===== config.mk =====
export PLATFORM = sky130hd
export DESIGN_NAME = exec_stage
export DESIGN_NICKNAME = d
export VERILOG_FILES = /design/src/rtl/exec_pkg.sv /design/src/rtl/muldiv_unit.sv /design/src/rtl/exec_stage.sv
export SDC_FILE = /design/constraint.sdc
export NUM_CORES = 1
export LEC_CHECK = 0
export BUFFER_PORTS_ARGS = -buffer_cell sky130_fd_sc_hd__buf_2
export CAP_MARGIN = 20
export CORE_AREA = 4 4 371 282
export DETAILED_ROUTE_END_ITERATION = 12
export DIE_AREA = 0 0 375 286
export PLACE_DENSITY_LB_ADDON = 0.1
export SKIP_CTS_REPAIR_TIMING = 1
export SLEW_MARGIN = 20
export SYNTH_ARGS = -nofsm -noshare
export SYNTH_HDL_FRONTEND = slang
export SYNTH_SLANG_ARGS = --single-unit

===== constraint.sdc =====
create_clock -name clk -period 7.25 [get_ports clk]
set_input_delay 0.3625 -clock clk [delete_from_list [all_inputs] [get_ports clk]]
set_output_delay 0.3625 -clock clk [all_outputs]
set_load 0.01 [all_outputs]

===== src/rtl/exec_pkg.sv =====
// Shared definitions for the MIPS execute stage: ALU opcodes, control-word
// field positions, mul/div FSM encoding and engine defaults.
package exec_pkg;

    // Default iteration count of the mul/div engine (one bit per cycle).
    localparam int MD_CYCLES_DEFAULT = 32;

    // Control-word layout.
    localparam int CTRL_W          = 32;
    localparam int CTRL_ALU_OP_LSB = 0;
    localparam int CTRL_ALU_OP_W   = 4;
    localparam int CTRL_ALU_SRC    = 4;
    localparam int CTRL_MEM_WRITE  = 5;
    localparam int CTRL_MEM_READ   = 6;
    localparam int CTRL_REG_WRITE  = 7;
    localparam int CTRL_DEST_LSB   = 8;
    localparam int CTRL_DEST_W     = 5;
    localparam int CTRL_MD_START   = 13;
    localparam int CTRL_MD_DIV     = 14;
    localparam int CTRL_VALID      = 15;
    localparam int CTRL_RSVD_LSB   = 16;
    localparam int CTRL_RSVD_W     = 16;

    // ALU opcodes.
    localparam logic [3:0] ALU_ADD  = 4'd0;
    localparam logic [3:0] ALU_SUB  = 4'd1;
    localparam logic [3:0] ALU_AND  = 4'd2;
    localparam logic [3:0] ALU_OR   = 4'd3;
    localparam logic [3:0] ALU_XOR  = 4'd4;
    localparam logic [3:0] ALU_NOR  = 4'd5;
    localparam logic [3:0] ALU_SLT  = 4'd6;
    localparam logic [3:0] ALU_SLTU = 4'd7;
    localparam logic [3:0] ALU_SLL  = 4'd8;
    localparam logic [3:0] ALU_SRL  = 4'd9;
    localparam logic [3:0] ALU_SRA  = 4'd10;
    localparam logic [3:0] ALU_LUI  = 4'd11;
    localparam logic [3:0] ALU_MFHI = 4'd12;
    localparam logic [3:0] ALU_MFLO = 4'd13;

    // Mul/div FSM encoding.
    localparam logic [1:0] MD_IDLE = 2'd0;
    localparam logic [1:0] MD_MUL  = 2'd1;
    localparam logic [1:0] MD_DIV  = 2'd2;
    localparam logic [1:0] MD_DONE = 2'd3;

    // Extract the ALU opcode from a control word.
    function automatic logic [3:0] aluOpOf(input logic [CTRL_W-1:0] ctrl);
        return ctrl[CTRL_ALU_OP_LSB +: CTRL_ALU_OP_W];
    endfunction

endpackage


===== src/rtl/muldiv_unit.sv =====
// Iterative unsigned multiply (shift-add) / divide (restoring) engine with
// its sequencing FSM. One result bit per cycle; HI/LO are written on the
// edge that enters DONE so they are already valid during the DONE cycle.
module muldiv_unit
    import exec_pkg::*;
#(
    parameter int WIDTH     = 32,
    parameter int MD_CYCLES = MD_CYCLES_DEFAULT
) (
    input  logic             clk,
    input  logic             rst,
    input  logic             start,
    input  logic             div,
    input  logic [WIDTH-1:0] a,
    input  logic [WIDTH-1:0] b,
    output logic             busy,
    output logic             done,
    output logic [WIDTH-1:0] hi,
    output logic [WIDTH-1:0] lo
);

    localparam int CNT_W = $clog2(MD_CYCLES);

    logic [1:0]         state;
    logic [CNT_W-1:0]   count;
    // Upper half: partial product / partial remainder.
    // Lower half: multiplier being consumed / dividend turning into quotient.
    logic [2*WIDTH-1:0] acc;
    logic [2*WIDTH-1:0] accNext;
    logic [WIDTH-1:0]   operand;
    logic [WIDTH:0]     mulSum;
    logic [WIDTH:0]     divShift;
    logic [WIDTH:0]     divDiff;
    logic               lastIter;

    assign busy     = (state == MD_MUL) || (state == MD_DIV);
    assign done     = (state == MD_DONE);
    assign lastIter = (count == CNT_W'(MD_CYCLES - 1));

    // One engine iteration for whichever operation is running.
    always_comb begin
        // NOTE: every always_comb output gets a default first so no path can infer a latch.
        accNext  = acc;
        mulSum   = {1'b0, acc[2*WIDTH-1:WIDTH]} + (acc[0] ? {1'b0, operand} : '0);
        divShift = {acc[2*WIDTH-1:WIDTH], acc[WIDTH-1]};
        divDiff  = divShift - {1'b0, operand};
        if (state == MD_MUL) begin
            accNext = {mulSum, acc[WIDTH-1:1]};
        end else if (state == MD_DIV) begin
            // No borrow means the divisor fits: keep the difference, quotient bit 1.
            // A zero divisor never borrows, giving all-ones quotient and remainder = dividend.
            if (!divDiff[WIDTH]) begin
                accNext = {divDiff[WIDTH-1:0], acc[WIDTH-2:0], 1'b1};
            end else begin
                accNext = {divShift[WIDTH-1:0], acc[WIDTH-2:0], 1'b0};
            end
        end
    end

    // FSM, iteration counter, engine state and HI/LO.
    always_ff @(posedge clk or posedge rst) begin
        // NOTE: sequential state uses non-blocking assignments so all registers update together.
        if (rst) begin
            state   <= MD_IDLE;
            count   <= '0;
            acc     <= '0;
            operand <= '0;
            hi      <= '0;
            lo      <= '0;
        end else begin
            case (state)
                MD_IDLE, MD_DONE: begin
                    // DONE also accepts a new start so a back-to-back mul/div is not lost.
                    if (start) begin
                        state   <= div ? MD_DIV : MD_MUL;
                        count   <= '0;
                        acc     <= {{WIDTH{1'b0}}, a};
                        operand <= b;
                    end else begin
                        state <= MD_IDLE;
                    end
                end
                MD_MUL, MD_DIV: begin
                    acc   <= accNext;
                    count <= count + CNT_W'(1);
                    if (lastIter) begin
                        state <= MD_DONE;
                        hi    <= accNext[2*WIDTH-1:WIDTH];
                        lo    <= accNext[WIDTH-1:0];
                    end
                end
                default: state <= MD_IDLE;
            endcase
        end
    end

endmodule


===== src/rtl/exec_stage.sv =====
// Execute stage of the 5-stage MIPS pipeline: ALU result mux, EX/MEM
// pipeline registers and the mul/div engine with its stall back to IF/ID.
module exec_stage
    import exec_pkg::*;
#(
    parameter int WIDTH     = 32,
    parameter int MD_CYCLES = MD_CYCLES_DEFAULT
) (
    input  logic              clk,
    input  logic              rst,
    input  logic [WIDTH-1:0]  id_regA,
    input  logic [WIDTH-1:0]  id_regB,
    input  logic [CTRL_W-1:0] id_regCTRL,
    input  logic [WIDTH-1:0]  id_regIMM,
    output logic              stall,
    output logic [WIDTH-1:0]  ex_alu_out,
    output logic [WIDTH-1:0]  ex_store_data,
    output logic [CTRL_W-1:0] ex_ctrl,
    output logic              ex_zero,
    output logic [WIDTH-1:0]  hi_out,
    output logic [WIDTH-1:0]  lo_out
);

    localparam logic [CTRL_W-1:0] REG_WRITE_MASK = CTRL_W'(1) << CTRL_REG_WRITE;

    logic [3:0]        aluOp;
    logic              aluSrc;
    logic              mdStart;
    logic              mdDiv;
    logic              valid;
    logic [4:0]        shamt;
    logic [WIDTH-1:0]  opA;
    logic [WIDTH-1:0]  opB;
    logic [WIDTH-1:0]  aluResult;
    logic              mdBusy;
    logic              mdDone;
    logic              mdIssue;
    logic [CTRL_W-1:0] issueCtrl;

    assign aluOp   = aluOpOf(id_regCTRL);
    assign aluSrc  = id_regCTRL[CTRL_ALU_SRC];
    assign mdStart = id_regCTRL[CTRL_MD_START];
    assign mdDiv   = id_regCTRL[CTRL_MD_DIV];
    assign valid   = id_regCTRL[CTRL_VALID];
    assign shamt   = id_regIMM[10:6];
    assign opA     = id_regA;
    assign opB     = aluSrc ? id_regIMM : id_regB;

    // The mul/div writes HI/LO, never a GPR, so its reg_write is dropped downstream.
    assign issueCtrl = id_regCTRL & ~REG_WRITE_MASK;

    // Reset gates the issue term so stall drops immediately on an asynchronous reset.
    assign mdIssue = !rst && valid && mdStart && !mdBusy;
    assign stall   = mdBusy || mdIssue;

    muldiv_unit #(
        .WIDTH     (WIDTH),
        .MD_CYCLES (MD_CYCLES)
    ) u_muldiv (
        .clk   (clk),
        .rst   (rst),
        .start (mdIssue),
        .div   (mdDiv),
        .a     (id_regA),
        .b     (id_regB),
        .busy  (mdBusy),
        .done  (mdDone),
        .hi    (hi_out),
        .lo    (lo_out)
    );

    // Engine sanity: the completion cycle is never also a busy cycle.
    always_comb begin
        assert (!(mdDone && mdBusy));
    end

    // Single-cycle ALU result selection.
    always_comb begin
        aluResult = '0;
        case (aluOp)
            ALU_ADD:  aluResult = opA + opB;
            ALU_SUB:  aluResult = opA - opB;
            ALU_AND:  aluResult = opA & opB;
            ALU_OR:   aluResult = opA | opB;
            ALU_XOR:  aluResult = opA ^ opB;
            ALU_NOR:  aluResult = ~(opA | opB);
            ALU_SLT:  aluResult = {{(WIDTH-1){1'b0}}, ($signed(opA) < $signed(opB))};
            ALU_SLTU: aluResult = {{(WIDTH-1){1'b0}}, (opA < opB)};
            ALU_SLL:  aluResult = id_regB << shamt;
            ALU_SRL:  aluResult = id_regB >> shamt;
            ALU_SRA:  aluResult = $signed(id_regB) >>> shamt;
            ALU_LUI:  aluResult = {id_regIMM[15:0], {(WIDTH-16){1'b0}}};
            ALU_MFHI: aluResult = hi_out;
            ALU_MFLO: aluResult = lo_out;
            default:  aluResult = '0;
        endcase
    end

    // EX/MEM pipeline registers; bubbles (stalled or invalid) carry a zero control word.
    always_ff @(posedge clk or posedge rst) begin
        if (rst) begin
            ex_alu_out    <= '0;
            ex_store_data <= '0;
            ex_ctrl       <= '0;
            ex_zero       <= 1'b0;
        end else if (mdBusy || !valid) begin
            ex_ctrl <= '0;
        end else begin
            ex_alu_out    <= aluResult;
            ex_store_data <= id_regB;
            ex_zero       <= (aluResult == '0);
            ex_ctrl       <= mdStart ? issueCtrl : id_regCTRL;
        end
    end

endmodule

==> results.py, run 1 <==
metrics = {
    "setup_path": {
        "timing.rr.end": "u_muldiv.acc[46]",
        "cp.required_ns": 7.74,
        "r2r-start": "u_muldiv.acc[31]",
        "end_kind": "flop",
        "crit_type": "input port to flop",
        "r2r_slack_ns": 1.99,
        "worst-endpoint-arrival_ns": 5.94,
        "r2r_cells": 16,
        "startpoint_type": "input port",
        "crit_fanout": 12,
    },
    "global_routing": {
        "grt_max_degree": 94,
        "antenna_found_initial": 16,
        "grt_pass1_vias": 24900,
        "grt_pass1_wl_mm": 199,
        "overflow": 0,
        "track_usage": 0.254,
    },
    "synthesis": {
        "synth_edf_count": 0,
        "synth-seq-area-share": 0.264,
        "yosys_most_used_dff": "dfrtp_1",
        "synth_cells": 3190,
        "ys_ff_latch": 264,
        "async_flop_share": 1.00,
        "syn-cell-area_mm2": 0.0251,
        "ys_warn_count": 0,
        "yosys.cell_types.count": 101,
        "syn_avg_cell_area_um2": 7.86,
        "syn_nets": 3488,
    },
    "job": {
        "max_cap_viol_count": 0,
    },
    "floorplan": {
        "io_pins": 292,
        "die-height_um": 286,
        "rows": 101,
        "initial_core_util": 0.249,
        "fp.dieW_um": 375,
        "core_mm2": 0.101,
        "dieArea_mm2": 0.107,
    },
    "outcome": {
        "outcome": "completed",
    },
    "sta": {
        "setup_viol": 0,
        "layout_min_cycle_time_ns": 5.45,
        "fmax_ghz": 0.183,
        "tns_ns": 0,
        "finClkSkew_ns": 0.0202,
        "period_share": 0.752,
        "relSlewSlack": 0.209,
        "rsz0062_at_grt": "no",
        "tightest_slew_ns": 1.17,
        "hold_viol": 0,
        "drv_slew": 0,
    },
    "clock_network": {
        "cts_buffers": 35,
        "clk_latency_ns": 0.59,
        "cts_root_buffer": "clkbuf_16",
        "clk_pin_slew_ns": 0.06,
        "cts.sinks": 264,
        "htree_num_levels": 2,
        "clockBufferDepth": 3,
        "cts_tree": "built",
    },
    "power": {
        "ir_drop_uv": 128,
        "comb_power_share": 0.407,
        "p_leak_uw": 0.0132,
        "p_seq_frac": 0.302,
        "swShare": 0.425,
        "p_per_area_mw_per_mm2": 230,
        "internal_power_uw": 3850,
        "pwr-share-clk": 0.290,
        "p_sw_uw": 2850,
    },
    "placement": {
        "gp_congestion": 0.978,
        "io_buffers": 291,
        "placed_area_mm2": 0.0278,
        "dpl.hpwl_mm": 109,
    },
    "route": {
        "dr.pass1.iters": 6,
        "dr.first_iter.drc_count": 3219,
        "drc_errors": 0,
        "drt-vias-per-instance": 5.66,
        "wl_per_cell_um": 30.0,
        "via_count": 26700,
        "ant_nets": 0,
        "wirelength_mm": 141,
    },
    "cells_and_area": {
        "nNetsFinal": 3643,
        "final_cell_mix": "427 x nand2_1, 308 x o21ai_0, 289 x buf_2",
        "final_layout_size_suffix_gt1_frac": 0.165,
        "layout_commonest_cell": "nand2_1",
        "syn_to_final_growth_pct": 16.2,
        "fin_area_mm2": 0.0291,
    },
    "worst_hold_path": {
        "min_to": "u_muldiv.state[0]",
        "min_path_cells": 2,
        "worst_hold_startpoint": "id_regCTRL[14]",
        "min_path_type": "input port to flop",
    },
}
-- power by group through the flow --
stage | Clock (uW) | Combinational, uW | Sequential (uW)
CTS | 2010 | 2680 | 2020
floorplan | 0 | 1710 | 1950
detailed placement | 0 | 2670 | 2050
global route | 2060 | 2970 | 2050
global placement | 0 | 2700 | 2050
finish | 1940 | 2730 | 2020
-- Yosys cell counts (all sizes together) (21+ instances only) --
master | count | share of area
inv | 158 | 0.024
nand2 | 428 | 0.064
a31oi | 35 | 0.0090
nor2b | 30 | 0.0075
nor3 | 47 | 0.0096
clkbuf | 178 | 0.027
o21ai | 313 | 0.062
nand2b | 33 | 0.0082
nand3 | 52 | 0.010
mux2 | 52 | 0.023
nand4 | 26 | 0.0065
a22oi | 63 | 0.019
a211oi | 46 | 0.014
dfrtp | 264 | 0.26
mux4 | 21 | 0.019
and2 | 43 | 0.011
o211ai | 39 | 0.012
and3 | 45 | 0.011
ha | 164 | 0.082
a21oi | 208 | 0.042
buf | 73 | 0.015
o31ai | 28 | 0.0086
o21bai | 24 | 0.0072
nor2 | 226 | 0.034
o22ai | 22 | 0.0055
xnor2 | 41 | 0.014
a21o | 47 | 0.014
mux2i | 137 | 0.055
-- worst max-delay path, cell delays in order --
cell and delay (ns):
buf_2 0.38, mux2i_1 0.49, inv_1 0.15, fa_1 0.44
o21ba_2 0.25, nor4_1 0.57, nor2_1 0.26, o311a_1 0.41
a221o_1 0.32, nand2_1 0.08, nor4bb_1 0.50, nand4_1 0.21
nor4_1 0.44, nand4_1 0.30, or3_1 0.48, o41ai_2 0.27
-- cell type report --
class / instances / area, um2
antenna: 4 / 10.0
clock buffer: 47 / 1010
clock inverter: 14 / 223
fill: 11000 / 71600
inverter: 160 / 604
multi-input combinational: 2515 / 16900
sequential: 264 / 6610
tap: 1339 / 1680
timing repair buffer: 369 / 2080
-- kinds of logic (layout without fill, tap and decap cells) --
kind of cell    count (synthesis)  in the layout  synth area share
xor+xnor                       59             59            0.0206
buf+inv                       411            590            0.0658
simple gates                 1008           1008             0.185
fa+ha+maj                     168            168            0.0850
mux                           210            210            0.0969
other cells                     0              4                 0
compound gates               1070           1070             0.283
flops                         264            264             0.264
-- sequential cells by signal, summed over array words and instances, names as in the netlist --
signal            count
ex_zero               1
ex_ctrl              32
u_muldiv.acc         64
u_muldiv.hi          32
ex_store_data        32
u_muldiv.operand     32
ex_alu_out           32
u_muldiv.state        2
u_muldiv.lo          32
u_muldiv.count        5
-- per-stage QoR --
stage,util,worst slack (ns),power [uW],cells,hold slack (ns)
floorplan,-,2.36,3650,3190,0.432
detailed placement,0.276,1.36,4710,4644,0.458
finish,0.289,1.80,6690,4712,0.0126
global placement,0.276,1.27,4750,4644,0.459
global route,0.289,1.67,7080,4708,0.00922
CTS,0.289,1.94,6720,4705,-0.169
-- routing by layer --
metal  global-route usage  part of all wire  vias up
li1                     -                 -    12000
met4               0.0431             0.017        8
met1                0.408              0.51    13300
met3               0.0654              0.10      132
met5                    0           0.00038        -
met2                0.332              0.37     1293
-- how the worst max path moves through the flow --
stage,from,endpoint
3_5_place_dp,id_regCTRL[4],ex_zero
5_1_grt,id_regCTRL[4],ex_zero
3_3_place_gp,id_regCTRL[4],ex_zero
6_report,id_regCTRL[4],ex_zero
2_1_floorplan,id_regIMM[8],ex_zero
4_1_cts,id_regCTRL[4],ex_zero
Power figures use the tool's default switching activity.
==> inputs of run 2 (changes only) <==
Clock period 7.25 ns to 5.45 ns, I/O delays scaled along.
==> results.py, run 2 (synthesis gave the netlist of run 1 again) <==
metrics = {
    "clock_network": {
        "clk_latency_ns": 0.59,
        "cts.sinks": 264,
        "clockBufferDepth": 3,
        "cts_root_buffer": "clkbuf_16",
        "cts_tree": "built",
        "htree_num_levels": 2,
        "clk_pin_slew_ns": 0.06,
        "cts_buffers": 35,
    },
    "route": {
        "drt-vias-per-instance": 5.62,
        "wl_per_cell_um": 29.5,
        "ant_nets": 0,
        "dr.first_iter.drc_count": 3446,
        "dr.pass1.iters": 8,
        "wirelength_mm": 143,
        "drc_errors": 0,
        "via_count": 27200,
    },
    "setup_path": {
        "cp_top_family": "simple AND/OR/NAND/NOR gates",
        "cp.required_ns": 5.93,
        "crit_type": "input port to flop",
        "end_kind": "flop",
        "crit_fanout": 12,
        "cpMostUsedCell": "buf_4",
        "cp_slowest_cell": "mux2i_1",
        "cpPeakStageDelay_ns": 0.76,
        "worst-endpoint-arrival_ns": 5.90,
        "worstPathBufferInverterCount": 4,
        "startpoint_type": "input port",
        "crit_path_cell_trace": "buf_2, mux2i_1, buf_4, ha_1, and4_2, and3_2, and2_1, or3_2, a21oi_1, xnor2_1, a221oi_1, nand4_1, nor4_1, buf_4, nand4_1, buf_4, or3_1, o41ai_2",
    },
    "power": {
        "p_sw_uw": 3860,
        "internal_power_uw": 5140,
        "p_per_area_mw_per_mm2": 297,
        "p_total_uw": 8990,
        "p_leak_uw": 0.0139,
        "swShare": 0.429,
        "comb_power_share": 0.423,
        "p_seq_frac": 0.297,
        "pwr-share-clk": 0.280,
        "ir_drop_uv": 233,
    },
    "floorplan": {
        "initial_core_util": 0.249,
        "fp.dieW_um": 375,
        "die-height_um": 286,
        "core_mm2": 0.101,
        "dieArea_mm2": 0.107,
        "io_pins": 292,
        "rows": 101,
    },
    "sta": {
        "finClkSkew_ns": 0.0152,
        "relSlewSlack": 0.211,
        "tightest_slew_ns": 1.17,
        "layout_min_cycle_time_ns": 5.41,
        "rsz0062_at_grt": "no",
        "tns_ns": 0,
        "setup_viol": 0,
        "drv_slew": 0,
        "hold_viol": 0,
        "fmax_ghz": 0.185,
        "period_share": 0.993,
    },
    "placement": {
        "dpl.hpwl_mm": 113,
        "dp.cells": 4751,
        "gp_congestion": 0.996,
        "io_buffers": 291,
    },
    "global_routing": {
        "grt_pass1_wl_mm": 202,
        "overflow": 0,
        "grt_max_degree": 114,
        "track_usage": 0.257,
        "grt_pass1_vias": 25600,
        "antenna_found_initial": 22,
    },
    "cells_and_area": {
        "regMostFlops": "u_muldiv.acc",
        "final_cells": 4844,
        "final_util": 0.300,
        "fill_cells": 11000,
        "final_cell_mix": "427 x nand2_1, 308 x o21ai_0, 289 x buf_2",
        "syn_to_final_growth_pct": 20.6,
        "final_layout_size_suffix_gt1_frac": 0.189,
        "largest_reg_flops": 64,
        "layout_commonest_cell": "nand2_1",
        "nNetsFinal": 3775,
    },
    "outcome": {
        "outcome": "completed",
    },
    "job": {
        "max_cap_viol_count": 0,
    },
    "worst_hold_path": {
        "min_path_type": "input port to flop",
    },
}
==> run 2: changes by cell type in the layout (fill, tap and decap cells not counted), sizes merged <==
cell	previous run	this run
clkinvlp	3	4
inv	159	158
clkbuf	47	48
buf	366	474
bufinv	5	3
diode	4	1
dlygate4sd3	3	27
clkinv	7	11
==> run 2: final timing paths <==
path	startpoint	endpoint	slack (ns)	cells past startpoint
max	id_regCTRL[4]	ex_zero	0.04	18
min	id_regA[24]	u_muldiv.acc[24]	0.02	3
max reg2reg	u_muldiv.acc[0]	u_muldiv.acc[61]	0.86	14
min reg2reg	ex_store_data[6]	ex_store_data[6]	0.48	2
max in group asynchronous	rst	ex_store_data[24]	3.80	5
min in group asynchronous	rst	ex_ctrl[6]	0.43	4
==> run 2: worst min-delay path: cells and delay by family <==
| family | cells | cell delay [ns] |
|---|---|---|
| AOI/OAI and AO/OA | 2 | 0.16 |
| buffers and inverters | 1 | 0.12 |
==> run 2: power groups by stage <==
stage / registers (uW) / logic, uW / clock network, uW
floorplan: 2590 / 2270 / 0
global placement: 2700 / 3760 / 0
detailed placement: 2700 / 3710 / 0
CTS: 2670 / 3730 / 2600
global route: 2710 / 4140 / 2670
finish: 2670 / 3800 / 2520
==> run 2: layout make-up <==
| type | instances | area (um2) | area share |
|---|---|---|---|
| clock buffer | 48 | 995 | 0.0329 |
| inverter | 160 | 604 | 0.0200 |
| timing repair buffer | 501 | 3220 | 0.106 |
| sequential | 264 | 6610 | 0.218 |
| tap | 1339 | 1680 | 0.0554 |
| antenna | 1 | 2.50 | 0.0000828 |
| multi-input combinational | 2515 | 16900 | 0.559 |
| clock inverter | 16 | 235 | 0.00778 |
==> run 2: through the flow <==
stage | cell area (um2) | setup WS, ns | hold slack [ns]
floorplan | 25100 | 0.654 | 0.342
global placement | 28700 | -0.199 | 0.455
detailed placement | 28700 | -0.207 | 0.457
CTS | 30000 | 0.405 | -0.174
global route | 30200 | 0.0105 | 0.0123
finish | 30200 | 0.0364 | 0.0168
==> run 2: per-layer routing <==
| metal | track usage | wire [um] | vias to the layer above |
|---|---|---|---|
| met4 | 0.0397 | 2140 | 10 |
| li1 | - | - | 12200 |
| met2 | 0.340 | 53700 | 1379 |
| met5 | 0 | 58 | - |
| met3 | 0.0849 | 16000 | 140 |
| met1 | 0.401 | 71000 | 13500 |
